**src/rtl/fp_multicycle_ctrl.sv**
```systemverilog
// fp_multicycle_ctrl
//
// EX-stage sequencer for multi-cycle floating-point operations. While an FP
// add, mul or div is in flight it requests a stall of F/D/E from the hazard
// unit. When the operation finishes it emits a one-cycle registered
// completion pulse, with the destination register, into MEM.
//
// Optional feature macro: FP_DIV_EN
//   defined   : op 10 (div) is a multi-cycle op of latency LAT_DIV and
//               FpIllegalM is constant 0.
//   undefined : op 10 completes like a single-cycle op and raises
//               FpIllegalM together with its FpDoneM. No divide latency
//               path exists.
//
// Ports
//   clk         sole clock, rising edge
//   reset       synchronous, active-high
//   FpStartE    valid FP instruction present in EX
//   FpOpE[1:0]  00 add/sub, 01 mul, 10 div, 11 single-cycle
//   FRdE[4:0]   FP destination register of the EX instruction
//   FlushE      flush of EX from the hazard unit
//   StallReqE   combinational stall request to the hazard unit
//   FpBusy      high while an op is in flight (BUSY state, doubles as the
//               state debug view)
//   FpDoneM     registered one-cycle completion pulse
//   FpRdM[4:0]  destination of the completing op (valid with FpDoneM)
//   FpOpM[1:0]  op class of the completing op
//   FpIllegalM  registered; pulses with FpDoneM for an unsupported op
//   StallCount  saturating count of cycles with StallReqE=1
//
// Handshake: an op is accepted in a cycle where the block is idle,
// FpStartE=1 and FlushE=0. A multi-cycle op keeps StallReqE high for L-1
// cycles, starting with the accept cycle, and FpDoneM pulses L cycles after
// the accept. FpStartE is ignored while busy because the stalled instruction
// is the one already accepted.
module fp_multicycle_ctrl #(
    parameter int LAT_ADD = 3,
    parameter int LAT_MUL = 4,
    parameter int LAT_DIV = 12,
    parameter int CNT_W   = 4
) (
    input  logic        clk,
    input  logic        reset,
    input  logic        FpStartE,
    input  logic [1:0]  FpOpE,
    input  logic [4:0]  FRdE,
    input  logic        FlushE,
    output logic        StallReqE,
    output logic        FpBusy,
    output logic        FpDoneM,
    output logic [4:0]  FpRdM,
    output logic [1:0]  FpOpM,
    output logic        FpIllegalM,
    output logic [15:0] StallCount
);

    localparam logic [0:0] S_IDLE = 1'b0;
    localparam logic [0:0] S_BUSY = 1'b1;

    localparam logic [CNT_W-1:0] CNT_ONE = CNT_W'(1);

    // Every latency must be at least 2 and must fit in the down-counter.
    localparam int  CNT_MAX = (1 << CNT_W) - 1;
    localparam bit  LAT_OK  = (LAT_ADD >= 2) && (LAT_ADD <= CNT_MAX) &&
                              (LAT_MUL >= 2) && (LAT_MUL <= CNT_MAX) &&
                              (LAT_DIV >= 2) && (LAT_DIV <= CNT_MAX);

    logic [0:0]       state;
    logic [CNT_W-1:0] cnt;
    logic [4:0]       rd_q;
    logic [1:0]       op_q;

    logic             accept;
    logic             is_multi;
    logic             illegal_op;
    logic [CNT_W-1:0] load_val;

    // Op decode: which ops occupy EX for several cycles, and the counter
    // preload (L-1) that makes the final busy cycle the one with cnt==1.
    always_comb begin
        is_multi = 1'b0;
        load_val = '0;
        case (FpOpE)
            2'b00: begin
                is_multi = 1'b1;
                load_val = CNT_W'(LAT_ADD - 1);
            end
            2'b01: begin
                is_multi = 1'b1;
                load_val = CNT_W'(LAT_MUL - 1);
            end
`ifdef FP_DIV_EN
            2'b10: begin
                is_multi = 1'b1;
                load_val = CNT_W'(LAT_DIV - 1);
            end
`endif
            default: begin
                is_multi = 1'b0;
                load_val = '0;
            end
        endcase
    end

`ifdef FP_DIV_EN
    assign illegal_op = 1'b0;
`else
    assign illegal_op = (FpOpE == 2'b10);
`endif

    assign accept = (state == S_IDLE) && FpStartE && !FlushE;

    // The last busy cycle (cnt==1) drops the stall so the held instruction
    // advances; a flush also drops it because the op is being killed.
    assign StallReqE = !reset &&
                       ((accept && is_multi) ||
                        ((state == S_BUSY) && (cnt > CNT_ONE) && !FlushE));

    assign FpBusy = (state == S_BUSY);

    always_ff @(posedge clk) begin
        if (reset) begin
            state      <= S_IDLE;
            cnt        <= '0;
            rd_q       <= '0;
            op_q       <= '0;
            FpDoneM    <= 1'b0;
            FpIllegalM <= 1'b0;
            FpRdM      <= '0;
            FpOpM      <= '0;
            StallCount <= '0;
        end else begin
            FpDoneM    <= 1'b0;
            FpIllegalM <= 1'b0;

            if (StallReqE && (StallCount != 16'hFFFF)) begin
                StallCount <= StallCount + 16'd1;
            end

            case (state)
                S_IDLE: begin
                    if (accept) begin
                        if (is_multi) begin
                            state <= S_BUSY;
                            cnt   <= load_val;
                            rd_q  <= FRdE;
                            op_q  <= FpOpE;
                        end else begin
                            FpDoneM    <= 1'b1;
                            FpRdM      <= FRdE;
                            FpOpM      <= FpOpE;
                            FpIllegalM <= illegal_op;
                        end
                    end
                end
                S_BUSY: begin
                    // Flush has priority over a completion in the same cycle.
                    if (FlushE) begin
                        state <= S_IDLE;
                        cnt   <= '0;
                    end else if (cnt == CNT_ONE) begin
                        state   <= S_IDLE;
                        cnt     <= '0;
                        FpDoneM <= 1'b1;
                        FpRdM   <= rd_q;
                        FpOpM   <= op_q;
                    end else begin
                        cnt <= cnt - CNT_ONE;
                    end
                end
                default: begin
                    state <= S_IDLE;
                    cnt   <= '0;
                end
            endcase
        end
    end

    // Catches an out-of-range latency parameterisation during simulation.
    always @(posedge clk) begin
        lat_cfg_ok: assert (LAT_OK);
    end

endmodule

```
**config.mk**
```make
export PLATFORM = sky130hd
export DESIGN_NAME = fp_multicycle_ctrl
export DESIGN_NICKNAME = d
export VERILOG_FILES = /design/src/rtl/fp_multicycle_ctrl.sv
export SDC_FILE = /design/constraint.sdc
export NUM_CORES = 1
export LEC_CHECK = 0
export ABC_AREA = 1
export CORE_UTILIZATION = 46
export DETAILED_ROUTE_END_ITERATION = 8
export GPL_TIMING_DRIVEN = 0
export HOLD_SLACK_MARGIN = 0.12
export PLACE_DENSITY = 0.75
export SKIP_LAST_GASP = 1
export SLEW_MARGIN = 10
export SYNTH_ARGS = -nofsm -noshare
export SYNTH_HDL_FRONTEND = slang
export SYNTH_SLANG_ARGS = --single-unit
```
**constraint.sdc**
```tcl
create_clock -name clk -period 1.55 [get_ports clk]
set_input_delay 0.155 -clock clk [delete_from_list [all_inputs] [get_ports clk]]
set_output_delay 0.155 -clock clk [all_outputs]
set_load 0.01 [all_outputs]
```
==> results by group <==
Worst setup path
  • Crit-path most repeated cell: nand2_2
  • CP max-delay cell: dfxtp_2
  • Crit Path Max Fanout: 3
  • Slowest Stage Delay on Critical Path: 0.33 ns
  • Reg2reg path depth: 10
  • Reg2Reg Setup Slack: 0.002 ns
  • CP Capture Type: output pin
  • Crit path arrival time: 1.39 ns
  • Worst r2r dst: StallCount[12]
  • Setup crit start kind: flip-flop
  • Critical-path cell list: buf_4 -> ha_4 -> nand2_2 -> nand2_2 -> nand2_2 -> nand3_4 -> inv_2 -> buf_6
  • Critical setup path kind: flip-flop to output pin
  • CP required: 1.39 ns
  • R2R Path Start: cnt[0]

CTS
  • Clock net sink count: 37
  • Clock transition at path regs: 0.08 ns
  • Clock latency on the worst-skew pair: 0.29 ns
  • Root Buffer: clkbuf_8
  • TritonCTS clock tree: done
  • Max H-tree Level: 2
  • CTS Buf Count: 5
  • Deepest clock path buffer count: 2

Layout
  • Nets: 347
  • ANT cells: 0
  • Area Growth Syn to Fin: 37.1%
  • Share of layout cells above drive strength 1: 24.6%

Floorplanning
  • Die W: 67.2 um
  • Initial core utilization: 48.6%
  • Die height: 67.2 um
  • Core footprint: 4030 um2
  • Placement Rows: 23
  • Die area: 4520 um2
  • Ports: 38

Hold path
  • Hold Path Origin: reset
  • WHS Endpoint: FpRdM[2]
  • Hold Path Cell Cnt: 2
  • Min-delay worst type: input port to flip-flop

Global routing
  • First-pass GRT wire length: 8240 um
  • Largest net degree at the start of global routing: 14
  • Tot GR Track Use: 23.7%
  • Number of global-route vias before repair: 1,853
  • Initial antenna violation count: 0
  • GR Overflow Total: 0

Pwr
  • Static Leak: 1.01 nW
  • Maximum VDD drop: 0.666 mV
  • Psw: 0.000521 W
  • Internal power: 0.00141 W
  • Power per Cell Area: 722 nW/um2
  • Clock power frac: 35.6%
  • Gate power share: 13.2%
  • Reg power frac: 51.2%
  • Sw Share: 26.9%

Synthesis
  • Area fraction in compound gates after synthesis: 15.0%
  • Count of cell types in the netlist: 26
  • Yosys warns: 0
  • Sequential share of the synthesized area: 37.9%
  • Simple-Gate Fraction of Synth Area: 32.2%
  • Avg Cell Area, Syn: 7.04 um2
  • Post-synthesis mux area share: 0%
  • Synthesized net count: 292
  • XOR/XNOR Fraction of Synth Area: 4.48%
  • Synthesized area: 1960 um2
  • Syn Inst Count: 278
  • FF+latch count, synth: 37
  • Largest family of logic cells by synthesized area: simple AND/OR/NAND/NOR gates
  • Fraction of the mapped netlist area in adder cells: 1.92%

Timing
  • Unrepaired setup endpoints after global routing: yes
  • Min setup slack post-route: 0.00153 ns
  • Tcrit/Tclk final: 99.9%
  • Peak Freq: 646 MHz
  • Final min period: 1.55 ns
  • Max transition margin: 56.4%
  • Hold Fails Final Rpt: 0
  • Final Skew: 0.00798 ns
  • Slew Limit Fails: 0
  • WHS: 0.216 ns
  • Worst-margin pin slew: 0.653 ns
  • Setup violators final: 0

Placed design
  • Dpl hpwl: 3280 um
  • Final Wtd Congestion: 0.856
  • Port Buffers: 36
  • Dpl ws: -0.384 ns

Flow run
  • Max-cap violations: 0

Detailed routing
  • Metal-1 WL: 2370 um
  • DR pass1 iterations: 4
  • Max Used Layer: met4
  • Initial drt markers: 119
  • Number of vias per cell: 5.12
  • Via count: 1,965
  • Met3 WL: 207 um
  • DRC Markers: 0
  • DR WL met2: 2370 um
  • Final ANT Viol Nets: 0
  • Routed Wire Length: 4970 um
  • WL/cell: 12.9 um

Status
  • Status: finished, final reports clean
==> synthesized netlist by cell type (all sizes together) <==
master / n / area share, %
a21oi: 25 / 7.9
a31oi: 5 / 1.6
buf: 4 / 2.0
clkbuf: 5 / 0.96
clkinv: 1 / 0.19
dfxtp: 37 / 38
ha: 3 / 1.9
inv: 28 / 5.4
nand2: 83 / 17
nand3: 14 / 4.7
nand4: 6 / 1.9
nor2: 33 / 7.4
nor3: 2 / 0.51
nor3b: 1 / 0.38
o21a: 1 / 0.38
o21ai: 20 / 5.1
xnor2: 6 / 2.7
xor2: 4 / 1.8
==> power groups by stage <==
stage	combinational, W	clock, W	sequential [W]
after floorplan	0.000113	0	0.00102
after global placement	0.000197	0	0.00101
after detailed placement	0.000198	0	0.00101
after CTS	0.000218	0.000699	0.000990
after global routing	0.000281	0.000736	0.000994
final	0.000256	0.000689	0.000991
==> registers in the layout, indices dropped and copies added (netlist names) <==
signal      flops
FpOpM           2
cnt             4
FpIllegalM      1
op_q            2
FpBusy          1
rd_q            5
FpDoneM         1
FpRdM           5
StallCount     16
==> worst max-delay path: cells and delay by family, from the launching register on <==
kind | cells | cell delay, ns
flops | 1 | 0.33
buf+inv | 3 | 0.29
simple gates | 4 | 0.30
fa+ha+maj | 1 | 0.17
==> layout by cell type, fill, tap and decap left out, types with 3 or more instances in the layout <==
| cell | synthesis | routed |
|---|---|---|
| xnor2_1 | 6 | 6 |
| inv_2 | 2 | 6 |
| a21oi_2 | 8 | 10 |
| nand2_2 | 11 | 16 |
| ha_4 | 0 | 3 |
| xor2_1 | 4 | 4 |
| a31oi_1 | 5 | 5 |
| nor2_1 | 29 | 27 |
| nor2_2 | 2 | 4 |
| clkbuf_1 | 5 | 5 |
| a21oi_1 | 17 | 15 |
| o21ai_0 | 20 | 19 |
| nand4_1 | 6 | 6 |
| inv_1 | 26 | 22 |
| nand3_1 | 11 | 11 |
| nand2_1 | 72 | 66 |
| buf_6 | 3 | 6 |
| clkbuf_8 | 0 | 5 |
| dfxtp_1 | 37 | 27 |
| clkdlybuf4s50_1 | 0 | 34 |
| dfxtp_2 | 0 | 8 |
| buf_4 | 0 | 9 |
==> per-stage QoR <==
stage / power [W] / area (um2) / TNS, ns / util, % / std cells
global route: 0.00201 / 2680 / -0.738 / 66.6 / 384
detailed placement: 0.00121 / 2380 / -4.24 / 59.1 / 364
global placement: 0.00121 / 2380 / -4.22 / 59.1 / 364
finish: 0.00194 / 2680 / 0 / 66.6 / 384
floorplan: 0.00113 / 1960 / 0 / - / 278
CTS: 0.00191 / 2560 / -0.0135 / 63.7 / 379
==> final cells by class <==
class / count / area [um2]
plain buffers: 9 / 61.3
clock buffers: 5 / 68.8
clock inverters: 3 / 21.3
fillers: 359 / 1350
inverters: 29 / 109
multi-input cells: 203 / 1140
flip-flops and latches: 37 / 758
well taps: 50 / 62.6
repair buffers: 48 / 465
==> timing repair <==
item                                    CTS  global route
setup buffers                             6             5
endpoints found under the setup margin   16            20
gates cloned                              1             0
gates resized for setup                  19            28
hold buffers                              0             0
pin swaps                                 7             7
==> per-layer routing <==
| layer | global-route usage [%] | vias to the layer above |
|---|---|---|
| li1 | - | 1000 |
| met3 | 4.56 | 4 |
| met5 | 0 | - |
| met2 | 38.8 | 55 |
| met1 | 31.3 | 906 |
| met4 | 7.45 | 0 |
==> logic make-up after synthesis <==
kind of cell               Yosys count
and+or+nand+nor                    139
adders and majority gates            3
buffers and inverters               38
AOI/OAI and AO/OA                   51
xor gates and xnor gates            10
DFF                                 37
==> worst max path at each step <==
stage	from	endpoint	slack, ns	cells past startpoint
final	cnt[0]	StallReqE	0.002	8
after global routing	cnt[0]	StallCount[12]	-0.07	10
after CTS	cnt[0]	StallReqE	-0.01	8
after detailed placement	FlushE	StallReqE	-0.38	8
after global placement	FlushE	StallReqE	-0.39	8
after floorplan	StallCount[0]	StallCount[12]	0.003	9
Note: power is estimated with default switching activity, not from simulation.
